**src/rtl/period_meter.sv**
```systemverilog
// Measures period and high time of a slow asynchronous square wave in system
// clock cycles, publishing one result per rising edge and flagging a stalled input.
module period_meter #(
    parameter int                     COUNT_WIDTH = 28,
    parameter logic [COUNT_WIDTH-1:0] TIMEOUT     = 28'd100000000
) (
    input  logic                   clock,
    input  logic                   reset_n,
    input  logic                   signal_in,
    input  logic                   measure_enable,
    output logic [COUNT_WIDTH-1:0] period,
    output logic [COUNT_WIDTH-1:0] high_time,
    output logic                   period_valid,
    output logic                   timeout,
    output logic                   busy
);

    typedef enum logic [1:0] {
        IDLE    = 2'd0,
        ARMED   = 2'd1,
        MEASURE = 2'd2
    } state_t;

    state_t                 state_q, state_d;
    logic                   sync1_q, sync1_d;
    logic                   sync2_q, sync2_d;
    logic                   prev_q, prev_d;
    logic [COUNT_WIDTH-1:0] counter_q, counter_d;
    logic [COUNT_WIDTH-1:0] shadow_q, shadow_d;
    logic [COUNT_WIDTH-1:0] period_q, period_d;
    logic [COUNT_WIDTH-1:0] high_time_q, high_time_d;
    logic                   valid_q, valid_d;
    logic                   timeout_q, timeout_d;
    logic                   busy_q, busy_d;
    logic                   rise, fall;

    assign rise = sync2_q & ~prev_q;
    assign fall = ~sync2_q & prev_q;

    always_ff @(posedge clock) begin
        if (!reset_n) begin
            state_q     <= IDLE;
            sync1_q     <= 1'b0;
            sync2_q     <= 1'b0;
            prev_q      <= 1'b0;
            counter_q   <= '0;
            shadow_q    <= '0;
            period_q    <= '0;
            high_time_q <= '0;
            valid_q     <= 1'b0;
            timeout_q   <= 1'b0;
            busy_q      <= 1'b0;
        end else begin
            state_q     <= state_d;
            sync1_q     <= sync1_d;
            sync2_q     <= sync2_d;
            prev_q      <= prev_d;
            counter_q   <= counter_d;
            shadow_q    <= shadow_d;
            period_q    <= period_d;
            high_time_q <= high_time_d;
            valid_q     <= valid_d;
            timeout_q   <= timeout_d;
            busy_q      <= busy_d;
        end
    end

    // period_valid is a one-cycle strobe with no back-pressure: period and
    // high_time change only in the cycle it is high and hold otherwise.
    always_comb begin
        sync1_d     = signal_in;
        sync2_d     = sync1_q;
        prev_d      = sync2_q;
        state_d     = state_q;
        counter_d   = counter_q;
        shadow_d    = shadow_q;
        period_d    = period_q;
        high_time_d = high_time_q;
        valid_d     = 1'b0;
        timeout_d   = timeout_q;

        if (!measure_enable) begin
            state_d   = IDLE;
            counter_d = '0;
            timeout_d = 1'b0;
        end else begin
            case (state_q)
                IDLE: begin
                    state_d   = ARMED;
                    counter_d = '0;
                end
                ARMED: begin
                    // The first edge only starts timing; nothing is published.
                    if (rise) begin
                        state_d   = MEASURE;
                        counter_d = COUNT_WIDTH'(1);
                    end
                end
                MEASURE: begin
                    // A rise landing on counter == TIMEOUT still publishes.
                    if (rise) begin
                        period_d    = counter_q;
                        high_time_d = shadow_q;
                        valid_d     = 1'b1;
                        counter_d   = COUNT_WIDTH'(1);
                        timeout_d   = 1'b0;
                    end else if (counter_q == TIMEOUT) begin
                        timeout_d = 1'b1;
                        counter_d = '0;
                        state_d   = ARMED;
                    end else begin
                        counter_d = counter_q + COUNT_WIDTH'(1);
                        if (fall) begin
                            shadow_d = counter_q;
                        end
                    end
                end
                default: begin
                    state_d   = IDLE;
                    counter_d = '0;
                end
            endcase
        end

        busy_d = (state_d != IDLE);
    end

    assign period       = period_q;
    assign high_time    = high_time_q;
    assign period_valid = valid_q;
    assign timeout      = timeout_q;
    assign busy         = busy_q;

endmodule

```
**config.mk**
```make
export PLATFORM = sky130hd
export DESIGN_NAME = period_meter
export DESIGN_NICKNAME = d
export VERILOG_FILES = /design/src/rtl/period_meter.sv
export SDC_FILE = /design/constraint.sdc
export NUM_CORES = 1
export LEC_CHECK = 0
export BUFFER_PORTS_ARGS = -buffer_cell sky130_fd_sc_hd__buf_2
export CAP_MARGIN = 40
export CORE_AREA = 2 2 94 96
export DETAILED_ROUTE_END_ITERATION = 12
export DIE_AREA = 0 0 96 98
export HOLD_SLACK_MARGIN = 0.1
export PLACE_DENSITY_LB_ADDON = 0.05
export REMOVE_ABC_BUFFERS = 1
export SLEW_MARGIN = 40
export SYNTH_ARGS = -nofsm -noshare
export SYNTH_HDL_FRONTEND = slang
export SYNTH_SLANG_ARGS = --single-unit
```
**constraint.sdc**
```tcl
create_clock -name clock -period 5.65 [get_ports clock]
set_input_delay 0.565 -clock clock [delete_from_list [all_inputs] [get_ports clock]]
set_output_delay 0.565 -clock clock [all_outputs]
set_load 0.01 [all_outputs]
```
; After elaboration in Yosys (flattened, before gate mapping)
; Index checks and enable logic that the tools add are counted.
[word_totals]
inputBits = 4
word_cells = 42
output_inout_bits = 59
register_bits = 120
[op_classes]
eq_ne = 4
reduce_logical = 8
bitwise_logic = 6
addsub = 1
n_mux = 12
[ops]
columns = op, count
row1 = 28-bit 2-to-1 mux, 3
row2 = 28-bit case mux with 2 select lines, 1
row3 = 28-bit by 1-bit adder with 28-bit output (second input constant), 1
row4 = 28-bit by 27-bit equality test with 1-bit output (second input constant), 1
row5 = 2-bit 2-to-1 mux, 4
row6 = 2-bit case mux with 3 select lines, 1
row7 = 3-bit AND reduction, 2
row8 = 5-bit AND reduction, 1
row9 = 1-bit inverter, 4
row10 = 2-bit AND reduction, 2
row11 = 2-bit nonzero test, 2
row12 = 1-bit 2-to-1 mux, 3
row13 = 1-bit AND, 2
row14 = 2-bit by 1-bit equality test with 1-bit output (second input constant), 1
row15 = 2-bit equality test (second input constant), 1
row16 = 2-bit logical NOT, 1
row17 = 2-bit inequality test (second input constant), 1

; Longest topological paths before layout
; Gate-level depths: netlist (run 1).
[logic_depth]
depth_word = 6
depth_mapped = 10
mapped_depth_nobuf = 7

; Least setup slack after synthesis (run 1)
; Ideal clock, no wire load.
[synth_path]
path_kind = flip-flop to flip-flop
startpoint = reg counter_q[0]
endpoint = reg shadow_q[0]
arrival_time_ps = 1642
period_less_slack_ps = 1769
setup_ps = 128
required_time_ps = 5522
setup_slack_ps = 3881
path_buffers = 2
path_stages_with_launch = 10
cell_sequence = dfxtp_1 > inv_1 > ha_1 > nor4b_1 > nand4_1 > o21ai_1 > buf_6 > buf_8 > mux2i_1 > nor2_1
[synth_between]
elab_chain_cells = 3
[synth_rtl]
columns = item, line
row1 = start: declaration, 28  ; logic [COUNT_WIDTH-1:0] counter_q, counter_d;
row2 = start signal: assignment, 58  ; counter_q <= counter_d;
row3 = 28-bit by 27-bit equality test with 1-bit output, 107  ; end else if (counter_q == TIMEOUT) begin
row4 = 1-bit inverter (no line), --
row5 = 5-bit AND reduction (no line), --
row6 = end signal: assignment, 59  ; shadow_q <= shadow_d;
row7 = end: declaration, 29  ; logic [COUNT_WIDTH-1:0] shadow_q, shadow_d;
; Several ways; a longest one is shown, not always the timed one.
; A chain may end at the register's enable or synchronous reset.

; Worst setup path in the final report (run 1)
[layout_path]
startpoint = reg state_q[0]
endpoint = reg shadow_q[9]
[layout_between]
elab_chain_cells = 2
[layout_rtl]
columns = item, line
row1 = start: declaration, 24  ; state_t state_q, state_d;
row2 = start signal: assignment, 54  ; state_q <= state_d;
row3 = 2-bit equality test, 87  ; case (state_q)
row4 = 5-bit AND reduction (no line), --
; No other way between the ends.

==> reports/qor.txt, run 1 <==
run status - finished, final reports clean
CP Launch Type - register
clock latency at the later pin of the worst-skew pair - 520 ps
clk sinks - 120
pin count of the biggest net entering global routing - 58
H-tree levels - 4
setup TNS - 0 ps
Post-Syn Instances - 579
Chip Height - 98 um
Starting Density - 0.5820
I/O pins - 63
initial antenna violation count - 0
DRC - 0
endpoints failing setup - 0
Ys Warns - 0
clock skew - 13.75 ps
post-synthesis cell area - 4927 um2
CP peak stage delay - 590 ps
core area - 8466 um2
Worst Path Required - 6030 ps
Hold Buf Count CTS - 0
Slowest cell on crit path - nor3b_1
largest area contributor in the netlist - dfxtp_1
CP arrival - 2810 ps
Top delay family on crit path - simple AND/OR/NAND/NOR gates
DP Worst Slack - 3250 ps
via count - 4032
Crit Path Category - register to register
critical-path cell list - inv_1 > ha_1 > nand2_1 > nor3b_1 > o21ai_4 > buf_8 > mux2i_1 > nor2_1
count of cell types in the netlist - 52
Hold Vio Cnt, Final - 0
reg2reg path depth - 8
top-count cell post-synth - nand2_1
Remaining Overflow, GRT - 0
Critical Path Stages - 8
post-synthesis async set-or-reset flop share - 0
Synth Area in Adders - 0.01524
HP Class - primary input to register
post-synthesis mux area share - 0.05485
Post-Route WL - 10.60 mm
diode count - 0
Starting DRT DRC Count - 160
DRT Pass-1 Iters - 5
final RePlAce weighted congestion - 0.8647
hold depth - 2
post-CTS setup buffer count - 0
cts bufs inserted - 17
Die ar. - 9408 um2
IO buf count - 62
Max-Cap Viols - 0
vias per cell - 5.427
Avg Cell Area, Syn - 8.510 um2
Tot GR Track Use - 0.2433
top cells by area, synth - dfxtp_1, nand2_1, a21oi_1, mux2i_1, nor2_1
share of cells above drive strength 1 - 0.1732
sequential-to-total area share from yosys stat - 0.4876
power per cell area - 332.7 nW/um2
FILL cells - 727
EDFF count, synth - 0
nets - 633
ys flop type - dfxtp_1
fin worst setup slack - 3214 ps
Final HPWL DP - 6.929 mm
total power - 1.954 mW
unrepaired setup endpoints after global routing - no
final worst path period share - 0.4311
Reg clk slew, reported paths - 60 ps
synth cell count leaders - nand2_1, dfxtp_1, a21oi_1
main combinational cell family by area after synthesis - simple AND/OR/NAND/NOR gates
first-pass GRT wire length - 18.10 mm
worst slew pin tran - 656.2 ps
Final min period - 2436 ps
f_max - 0.4105 GHz
Synth Area in XOR/XNOR - 0.02844
Resize count post-CTS - 0
share of the synthesized area in the top cell type - 0.4876
# rows - 34
Slew headroom - 0.5626
Avg WL per Cell - 14.26 um
TritonCTS clock tree - built
Compound-Gate Fraction of Synth Area - 0.1077
peak supply drop - 0.2275 mV
Leak - 2.420 nW
root buf cell - clkbuf_8
Final Slew Violations - 0
Final ANT Viol Nets - 0
Synth Area in Simple Gates - 0.2499
Crit. End Element - register
vias in the first global route - 3812
CP max FO - 9
WP buf/inv - 2
area delta synth->final - 19.20%
Yosys reg bits - 120
CTS max path bufs - 2
die width - 96 um
==> where the power goes <==
part           leakage, nW  total [mW]  internal, mW  switching [mW]
combinational         1.16      0.0267       0.00544          0.0213
clock                0.291        1.08         0.715           0.363
sequential           0.967       0.850         0.849         0.00109
==> sequential cells by signal, summed over array words and instances (netlist names) <==
name          count
counter_q        28
high_time        28
period           28
shadow_q         28
state_q           2
busy              1
period_valid      1
prev_d            1
prev_q            1
sync1_q           1
timeout           1
==> final cells by class <==
cell class / instances / area [um2] / share of cell area
Sequential cell: 120 / 2402 / 0.4090
Clock inverter: 7 / 116.4 / 0.01981
Multi-Input combinational cell: 404 / 2287 / 0.3894
Clock buffer: 24 / 480.5 / 0.08181
Tap cell: 108 / 135.1 / 0.02301
Timing Repair Buffer: 67 / 402.9 / 0.06860
Inverter: 13 / 48.80 / 0.008308
==> kinds of logic (layout without fill, tap and decap cells) <==
family,Yosys count,count (layout)
buf+inv,55,111
flops,120,120
fa+ha+maj,6,6
xor+xnor,16,16
compound gates,93,93
simple gates,262,262
mux,27,27
==> path summary, 6_finish.rpt <==
check                      to  slack [ps]  startpoint
setup / recovery  shadow_q[9]        3210  state_q[0]
hold / removal        sync1_q         260   signal_in
setup reg to reg  shadow_q[9]        3210  state_q[0]
hold reg to reg        prev_d         430     sync1_q
==> cell usage in the layout (no fill, tap or decap), types with 3 or more instances in the layout <==
master and instances:
nand2_1 132, dfxtp_1 120, a21oi_1 68, buf_2 62, nor2_1 54, mux2i_1 27, nand3_1 20, nand4_1 16
clkbuf_16 16, xor2_1 13, inv_1 12, and2_1 7, ha_1 6, nor4b_1 5, a31oi_1 5, clkbuf_8 5
o21ai_0 4, nor3b_1 3, and3_1 3, xnor2_1 3, clkbuf_1 3, bufinv_16 3
==> worst register-to-register path, delay by kind of cell, from the launching register on <==
family	cells	cell delay [ps]
simple gates	3	830
fa+ha+maj	1	370
flops	1	340
buf+inv	2	320
compound gates	1	260
mux	1	190
==> routing by layer <==
metal  up-vias  wire (um)  GRT usage
li1       2038          -          -
met1      1879       5076     0.3246
met2        99       4956     0.3739
met3        16        427    0.06096
met4         0        136     0.1011
met5         -          0          0
==> through the flow <==
step / cell area (um2) / utilization / hold WS [ps] / cells
final: 5873 / 0.6938 / 261.9 / 743
after global routing: 5873 / 0.6938 / 262.2 / 743
after CTS: 5864 / 0.6927 / 239.4 / 743
after detailed placement: 5268 / 0.6222 / 425.1 / 712
after global placement: 5175 / 0.6113 / 414.4 / 708
after floorplan: 4698 / - / 411.8 / 537
No activity file was read; power rests on OpenSTA's default activity.
==> run 2: changes to the inputs <==
CORE_AREA = 2 2 101 103   (was 2 2 94 96)
DIE_AREA = 0 0 103 105   (was 0 0 96 98)
clock period = 2.2 ns   (was 5.65 ns; I/O delays follow)
==> run 2 against run 1 <==
Effect of this change: combinational power grew to 3.0 times the previous value; total power grew to 2.6 times the previous value; cell area grew 4.3%; via count grew 2.7%; sequential share of layout area shrank 1.7 points; sequential power grew to 2.6 times the previous value; worst setup slack lost 3000 ps; critical path depth grew 1.
==> reports/qor.txt, run 2 (synthesized netlist as in run 1, its figures left out) <==
run status - finished, final reports clean
Chip Height - 105 um
Reg clk slew, reported paths - 60 ps
DP Worst Slack - 174.8 ps
DRC - 0
area delta synth->final - 24.38%
Crit. End Element - register
critical-path cell list - inv_1 > ha_1 > nand2_1 > nor3b_1 > buf_4 > o21ai_4 > buf_12 > mux2i_1 > nor2_1
Final min period - 2014 ps
initial antenna violation count - 0
die width - 103 um
pin count of the biggest net entering global routing - 86
Final Util - 0.6358
vias in the first global route - 3840
vias per cell - 5.209
CTS max path bufs - 2
cts bufs inserted - 17
Crit Path Category - register to register
Leak - 2.565 nW
IO buf count - 62
CP Launch Type - register
Final Slew Violations - 0
Slew headroom - 0.6191
Top delay family on crit path - simple AND/OR/NAND/NOR gates
Worst Path Required - 2590 ps
TritonCTS clock tree - built
met2 wire len - 4.970 mm
CP max FO - 28
unrepaired setup endpoints after global routing - no
root buf cell - clkbuf_8
worst slew pin tran - 571.4 ps
final worst path period share - 0.9152
Avg WL per Cell - 13.59 um
CP peak stage delay - 350 ps
nets - 660
Final Cell Area - 6128 um2
H-tree levels - 4
Starting DRT DRC Count - 155
f_max - 0.4966 GHz
Slowest cell on crit path - ha_1
CP arrival - 2400 ps
WP buf/inv - 3
M1 WL - 5.110 mm
most frequent cells in the layout - nand2_1, dfxtp_1, a21oi_1
core area - 9639 um2
Die ar. - 10820 um2
total power - 5.136 mW
FILL cells - 870
power per cell area - 838.0 nW/um2
Post-Route WL - 10.81 mm
clock latency at the later pin of the worst-skew pair - 510 ps
via count - 4141
fin worst setup slack - 186.5 ps
Starting Density - 0.5112
DRT Pass-1 Iters - 4
Final ANT Viol Nets - 0
final RePlAce weighted congestion - 0.8784
clock skew - 6.770 ps
Hold Vio Cnt, Final - 0
Tot GR Track Use - 0.2148
HP Class - register to register
first-pass GRT wire length - 18.22 mm
# rows - 36
setup TNS - 0 ps
most common cell after layout, fill and taps aside - nand2_1
Max-Cap Viols - 0
I/O pins - 63
Placement Cell Area - 5451 um2
share of cells above drive strength 1 - 0.2024
top sig layer - met4
metal3 WL - 545 um
peak supply drop - 0.4309 mV
diode count - 0
endpoints failing setup - 0
clk sinks - 120
Remaining Overflow, GRT - 0
Final HPWL DP - 6.981 mm
run 2: changes by cell type in the layout (fill, tap and decap cells not counted), moves of 2 or more:
cell / delta
buf_8: -2
dlygate4sd3_1: +4
buf_12: +4
buf_4: +23
buf_16: -2
run 2: worst paths after layout:
check	start	to	slack, ps	cells after the start
setup / recovery	state_q[0]	shadow_q[9]	190	9
setup reg to reg	state_q[0]	shadow_q[9]	190	9
hold reg to reg	sync1_q	prev_d	440	1
hold / removal	sync1_q	prev_d	440	1
run 2: metal layers:
layer | up-vias | GRT usage
li1 | 2084 | -
met1 | 1930 | 0.2771
met2 | 113 | 0.3284
met3 | 14 | 0.06890
met4 | 0 | 0.08929
met5 | - | 0
run 2: final cells by class:
cell class	instances	area (um2)	area share
clock buffers	24	480.5	0.07840
clock inverters	7	140.1	0.02287
inverters	13	48.80	0.007962
multi-input cells	404	2280	0.3720
flip-flops and latches	120	2402	0.3920
well taps	133	166.4	0.02715
repair buffers	94	610.6	0.09963
run 2: what timing repair did:
| item | CTS | global route |
|---|---|---|
| hold buffers | 4 | 0 |
| endpoints found under the setup margin | 0 | 13 |
| buffers inserted | 0 | 1 |
| gates resized for setup | 0 | 2 |
| endpoints found under the hold margin | 4 | 0 |
run 2: stage by stage:
stage | instances | hold slack, ps
after floorplan | 537 | 341.7
after global routing | 795 | 461.9
final | 795 | 443.1
after CTS | 794 | 441.7
after detailed placement | 759 | 429.2
after global placement | 759 | 419.4
run 2: worst reg2reg max path, stage by stage (launching register included):
cell	delay [ps]
dfxtp_1	330
inv_1	90
ha_1	350
nand2_1	170
nor3b_1	250
buf_4	180
o21ai_4	60
buf_12	190
mux2i_1	210
nor2_1	60
run 2: where the power goes:
part           internal (mW)  switching, mW
registers               2.18        0.00253
clock network           1.95          0.921
logic                 0.0245         0.0566
